**src/rtl/spin_ctrl.sv**
```systemverilog
// LED-spinner round sequencer: gathers rng entropy while idle, spins fast laps,
// decelerates onto a captured random target, then holds the result.
module spin_ctrl #(
  parameter int unsigned NUM_LEDS     = 8,
  parameter int unsigned PERIOD_START = 2,
  parameter int unsigned PERIOD_INC   = 1,
  parameter int unsigned PERIOD_MAX   = 255,
  parameter int unsigned MIN_ROUNDS   = 3,
  parameter int unsigned HOLD_TICKS   = 100
) (
  input  logic       clk_i,
  input  logic       rst_ni,
  input  logic       tick_i,
  input  logic       start_i,
  input  logic [3:0] lfsr_i,
  output logic       rng_en_o,
  output logic [3:0] led_pos_o,
  output logic [3:0] target_o,
  output logic       busy_o,
  output logic       done_o
);

  typedef enum logic [1:0] {StIdle, StSpin, StSlow, StShow} state_e;

  localparam logic [3:0]  LastPos     = 4'(NUM_LEDS - 1);
  localparam logic [3:0]  MinRounds   = 4'(MIN_ROUNDS);
  localparam logic [7:0]  PeriodStart = 8'(PERIOD_START);
  localparam logic [8:0]  PeriodMax   = 9'(PERIOD_MAX);
  localparam logic [8:0]  PeriodInc   = 9'(PERIOD_INC);
  localparam logic [15:0] HoldLast    = 16'(HOLD_TICKS - 1);

  state_e      state_q, state_d;
  logic [3:0]  pos_q, pos_d;
  logic [3:0]  target_q, target_d;
  logic [3:0]  laps_q, laps_d;
  logic [7:0]  period_q, period_d;
  logic [7:0]  cnt_q, cnt_d;
  logic [15:0] hold_q, hold_d;
  logic        done_q, done_d;

  logic       step;
  logic       wrap;
  logic [3:0] pos_next;
  logic [8:0] period_sum;

  always_comb begin
    step       = tick_i && (cnt_q == period_q - 8'd1);
    wrap       = (pos_q == LastPos);
    pos_next   = wrap ? 4'd0 : pos_q + 4'd1;
    // 9-bit sum so saturation works even when period + inc exceeds 255
    period_sum = {1'b0, period_q} + PeriodInc;
  end

  always_comb begin
    state_d  = state_q;
    pos_d    = pos_q;
    target_d = target_q;
    laps_d   = laps_q;
    period_d = period_q;
    cnt_d    = cnt_q;
    hold_d   = hold_q;
    done_d   = 1'b0;
    unique case (state_q)
      StIdle: begin
        if (start_i) begin
          target_d = 4'(32'(lfsr_i) % NUM_LEDS);
          period_d = PeriodStart;
          cnt_d    = 8'd0;
          laps_d   = 4'd0;
          state_d  = StSpin;
        end
      end
      StSpin: begin
        if (step) begin
          cnt_d = 8'd0;
          pos_d = pos_next;
          if (wrap) begin
            laps_d = laps_q + 4'd1;
            if (laps_q + 4'd1 == MinRounds) state_d = StSlow;
          end
        end else if (tick_i) begin
          cnt_d = cnt_q + 8'd1;
        end
      end
      StSlow: begin
        if (step) begin
          cnt_d    = 8'd0;
          pos_d    = pos_next;
          period_d = (period_sum > PeriodMax) ? PeriodMax[7:0] : period_sum[7:0];
          if (pos_next == target_q) begin
            state_d = StShow;
            done_d  = 1'b1;
            hold_d  = 16'd0;
          end
        end else if (tick_i) begin
          cnt_d = cnt_q + 8'd1;
        end
      end
      StShow: begin
        if (tick_i) begin
          if (hold_q == HoldLast) state_d = StIdle;
          else                    hold_d  = hold_q + 16'd1;
        end
      end
      default: state_d = StIdle;
    endcase
  end

  always_ff @(posedge clk_i or negedge rst_ni) begin
    if (!rst_ni) begin
      state_q  <= StIdle;
      pos_q    <= 4'd0;
      target_q <= 4'd0;
      laps_q   <= 4'd0;
      period_q <= PeriodStart;
      cnt_q    <= 8'd0;
      hold_q   <= 16'd0;
      done_q   <= 1'b0;
    end else begin
      state_q  <= state_d;
      pos_q    <= pos_d;
      target_q <= target_d;
      laps_q   <= laps_d;
      period_q <= period_d;
      cnt_q    <= cnt_d;
      hold_q   <= hold_d;
      done_q   <= done_d;
    end
  end

  assign rng_en_o  = tick_i && (state_q == StIdle);
  assign led_pos_o = pos_q;
  assign target_o  = target_q;
  assign busy_o    = (state_q != StIdle);
  assign done_o    = done_q;

endmodule
```
**config.mk**
```make
export PLATFORM = sky130hd
export DESIGN_NAME = spin_ctrl
export DESIGN_NICKNAME = d
export VERILOG_FILES = /design/src/rtl/spin_ctrl.sv
export SDC_FILE = /design/constraint.sdc
export NUM_CORES = 1
export LEC_CHECK = 0
export CORE_MARGIN = 2
export CORE_UTILIZATION = 30
export CTS_CLUSTER_SIZE = 12
export DETAILED_ROUTE_END_ITERATION = 10
export PLACE_DENSITY = 0.57
export SLEW_MARGIN = 25
export SYNTH_ARGS = -nofsm -noshare
export SYNTH_HDL_FRONTEND = slang
export SYNTH_SLANG_ARGS = --single-unit
```
**constraint.sdc**
```tcl
create_clock -name clk_i -period 3 [get_ports clk_i]
set_clock_uncertainty 0.1 [all_clocks]
set_input_delay 0.3 -clock clk_i [delete_from_list [all_inputs] [get_ports clk_i]]
set_output_delay 0.3 -clock clk_i [all_outputs]
set_load 0.01 [all_outputs]
```
# Word-level counts from Yosys, hierarchy flattened
# Index checks and enable logic that the tools add are counted.
# word_totals
out_inout_bits	11
in_bits	8
ff_bits	46
# op_classes
n_eq_ne	18
order_cmp	1
reduce_logical	16
muxes	30
addsub	6
# op_table
op	n
$mux 16	4
$mux 8	6
$pmux 16 s2	1
$pmux 8 s2	2
$ne 2x2->1 const B	9
$add 16x1->16 const B	1
$eq 16x7->1 const B	1
$mux 2	8
$mux 4	4
$reduce_bool 2->1	5
$add 8x1->9 const B	1
$gt 9x8->1 const B	1
$add 4x1->4 const B	2
$add 8x1->8 const B	1
$eq 8x8->1	1
$pmux 2 s4	1
$pmux 4 s2	1
$reduce_and 8->1	1
$sub 8x1->8 const B	1
$reduce_and 3->1	2
$reduce_and 5->1	1
$eq 2x2->1 const B	2
$eq 4x2->1 const B	1
$eq 4x3->1	1
other kinds (9)	13

# Logic depth before layout (Yosys ltp)
# depth
word_depth	6
mapped_depth	11

# Worst setup path before layout
# OpenSTA, ideal clock, no wires.
# synth_path
path_type	flip-flop to flip-flop
from	reg period_q[1]
to	reg state_q[1]
arrival_ns	2.599
setup_time_ns	0.125
t_required_ns	2.775
stages_incl_launch_ff	10
synth_period_minus_slack_ns	2.824
slack_ns	0.176
n_path_buf	0
path_cell_list	dfstp_2 > inv_1 > ha_1 > o21bai_1 > a2111oi_2 > a311oi_4 > a211oi_4 > a31oi_2 > nor3_2 > mux2_4
# synth_between
elab_chain_cells	5
elab_cells_between_ends	6
# synth_lines
element	line	source
start, declared	36	logic [7:0] period_q, period_d;
start signal, assigned	115	period_q <= PeriodStart;
start signal, assigned	124	period_q <= period_d;
$sub 8x1->8 *	47	step = tick_i && (cnt_q == period_q - 8'd1);
$eq 8x8->1 *	47	
$logic_and 1x1->1 *	47	
$ne 2x2->1 (no source line)	-	
$reduce_and 8->1 (no source line) *	-	
end signal, assigned	111	state_q <= StIdle;
end signal, assigned	120	state_q <= state_d;
end, declared	32	state_e state_q, state_d;
# Every way passes the cells marked *; elsewhere a longest branch is shown, timed or not.
# A chain may end at the register's enable or synchronous reset.

# Final worst setup path
# layout_path
from	reg period_q[1]
to	reg pos_q[3] (netlist: led_pos_o[3])
# layout_between
elab_chain_cells	4
# layout_lines
element	line	source
$sub 8x1->8	47	
$eq 8x8->1	47	
$logic_and 1x1->1	47	
$reduce_and 2->1 (no source line)	-	
end signal, assigned	121	pos_q <= pos_d;
end, declared	33	logic [3:0] pos_q, pos_d;
# Every way passes these cells.

==> flow_summary.yaml <==
drt:
  vias: 2574
  wirelength_um: 6960
  drtIter0Drc: 89
  viasPerCell: 5.17
  wl_met2_um: 3110
  drtAntennaViolNets: 0
  drc: 0
  wl_per_cell_um: 14.0
  wl_met3_um: 280
  wl_met1_um: 3520
  dr.max_layer_used: "met4"
  drt_pass1_iterations: 6
floorplanning:
  dieArea_um2: 11300
  initial_utilization_pct: 30.7
  pin_count: 19
  core_region_area_um2: 10200
  die_w_um: 106
  rows: 37
  fp.dieH_um: 106
setup_path:
  r2r-start: "period_q[1]"
  reg2reg_to: "led_pos_o[3]"
  worstSetupPathType: "reg2reg"
  crit_top_cell: "nand2_1"
  crit_path_cell_trace: "inv_1 -> ha_1 -> o21bai_1 -> a2111oi_4 -> a311oi_4 -> a211oi_4 -> buf_4 -> nand2_1 -> or4_1 -> nand2_1"
  slowest_delay_ns: 0.54
  crit_slowest_cell: "dfstp_2"
  reg2regPathDepth: 10
  path_max_fanout: 6
  crit_buf_inv: 2
  endpoint_kind: "flop"
  cp-start-kind: "flop"
  r2r_setup_slack_ns: 0.13
  cp.required_ns: 3.15
  crit_arrival_ns: 3.01
  critPathTopFamily: "compound AO/OA/AOI/OAI gates"
synthesis:
  synth_top_flop_cell: "dfrtp_1"
  synthTopCellsByArea: "dfrtp_1, ha_1, o21ai_0, nand2_1, nand3_1"
  syn_inst: 345
  ys_seq_area_share_pct: 36.7
  ys_warn_count: 0
  synth_top_cell_by_area: "dfrtp_1"
  avgSynthCellArea_um2: 9.10
  synthTopCellsByCount: "dfrtp_1, nand2_1, nor2_1, o21ai_0, nand3_1"
  synth_most_common_cell: "dfrtp_1"
  ys_ff_latch: 46
  synth_fp_nets: 365
  synth_cell_types: 68
  yosys.area.top_type_share_pct: 35.9
  ys_async_sr_fraction_pct: 100
  synth_edf_count: 0
  synthesis.area_um2: 3140
sta:
  maxSlewHeadroom_pct: 59.3
  max_slew.worst_pin.slew_ns: 0.611
  tns_ns: 0
  maxSlewViolCount: 0
  finalSetupViolCount: 0
  period_needed_ns: 2.87
  hold_ws_ns: 0.395
  finalHoldViolCount: 0
  finalCritPeriodShare_pct: 95.6
  layout_setup_ws_ns: 0.133
  fmax_mhz: 349
clocking:
  clk_pin_slew_ns: 0.09
  cts_buffers: 5
  insertion_delay_ns: 0.30
  clkSinkCount: 46
  cts.path.max_buffers: 2
  cts_tree: "built"
  ctsRootBufferMaster: "clkbuf_8"
  htreeDepth: 2
hold_path:
  hold_end: "period_q[1]"
  hold_class: "reg2reg"
  min-delay-start: "period_q[1]"
  hold_depth: 2
cells_and_area:
  num_antenna_cells: 0
  final_net_count: 381
  stdcell_area_um2: 3560
  area_growth_pct: 13.4
  fin_util_pct: 34.8
  drive_above_1_share_pct: 13.5
  fin_cells: 498
run:
  max_cap_violations: 0
grt:
  antenna_found_initial: 0
  grt_max_degree: 47
  overflow: 0
  grt_pass1_vias: 2508
  grt_pass1_wl_um: 12000
  grt_use_total_pct: 12.9
placed_design:
  placed_cell_area_um2: 3420
  gp_congestion: 0.830
  portBuffers: 16
  place_inst: 488
  dp_hpwl_um: 4930
  dp_slack_ns: 0.105
pwr:
  seqPwrFrac_pct: 46.3
  internal-power_mw: 1.13
  power.total_mw: 1.65
  comb_power_share_pct: 24.7
  irDropWorstVdd_v: 0.000360
  p_per_area_nw_per_um2: 464
  switching_share_pct: 31.6
  switchingPower_mw: 0.522
  cellLeakagePower_nw: 1.46
  clock_power_share_pct: 29.0
run_status:
  status: "completed"
-- sequential cells by signal, summed over array words and instances, names as in the netlist --
signal / flops
cnt_q: 8
done_o: 1
hold_q: 16
laps_q: 4
led_pos_o: 4
period_q: 8
state_q: 2
target_o: 3
-- logic make-up after synthesis --
kind of cell	count (synthesis)	synth area share [%]
AOI/OAI and AO/OA	95	22.6
buffers and inverters	28	4.58
other	1	0.119
DFF	46	36.7
muxes	8	2.87
xor gates and xnor gates	15	4.18
and+or+nand+nor	140	24.1
adders and majority gates	12	4.78
-- what timing repair did --
| action | CTS | global route |
|---|---|---|
| gates resized for setup | 0 | 1 |
| endpoints found under the hold margin | 45 | 0 |
| hold buffers | 1 | 0 |
| setup endpoints to repair | 0 | 2 |
| setup buffers | 0 | 1 |
-- tightest hold or removal path, stage by stage (launching register included) --
cell and delay (ns):
dfstp_2 0.38, inv_1 0.06, a21oi_1 0.06
-- how the worst max path moves through the flow --
stage,to,slack [ns],depth (start not counted),startpoint
finish,led_pos_o[3],0.13,10,period_q[1]
floorplan,state_q[1],0.18,9,period_q[1]
global placement,led_pos_o[3],0.18,10,period_q[1]
global route,led_pos_o[3],-0.003,10,period_q[1]
CTS,led_pos_o[3],0.07,10,period_q[1]
detailed placement,led_pos_o[3],0.11,10,period_q[1]
-- layout by cell type, fill, tap and decap left out, types with 2 or more instances in the layout --
master	Yosys	routed
or2_2	4	4
nor3_1	8	8
dfrtp_1	45	45
or4_1	3	3
or3_1	2	2
o21bai_1	3	3
clkdlybuf4s50_1	0	15
nor3b_1	2	2
o31ai_1	12	12
o211ai_1	5	5
nand2_1	31	31
o21ai_0	26	26
ha_1	12	12
a21oi_1	12	12
o21ai_1	3	3
nand4_1	5	5
nand3_2	2	2
mux2i_1	3	3
xor2_1	7	7
a21o_1	5	5
a31oi_1	4	4
xnor2_1	8	8
mux2_2	4	4
or2b_2	2	2
nand3_1	22	22
inv_1	13	13
nand2b_1	8	8
and3_1	3	3
a31o_2	3	3
and2_1	7	7
a211oi_1	3	3
clkbuf_8	1	5
buf_4	2	8
o2bb2ai_1	2	2
nor2_1	29	29
clkinvlp_4	0	2
o22a_1	2	2
-- per-layer routing --
metal  up-vias  track usage [%]
li1       1277                -
met1      1239             18.2
met2        53             20.5
met3         5             2.51
met4         0             3.01
met5         -                0
-- power groups by stage --
stage	registers (mW)	clock network [mW]	logic (mW)
2_1_floorplan	0.770	0	0.263
3_3_place_gp	0.778	0	0.394
3_5_place_dp	0.777	0	0.405
4_1_cts	0.766	0.493	0.408
5_1_grt	0.784	0.519	0.454
6_report	0.765	0.479	0.408
-- area by class of cell --
type                       count  area [um2]
sequential                    46        1150
inverter                      13        48.8
timing repair buffer          24         220
clock inverter                 3        45.0
fill                        1047        6670
multi-input combinational    271        1860
tap                          136         170
clock buffer                   5        68.8
Power figures use the tool's default switching activity.
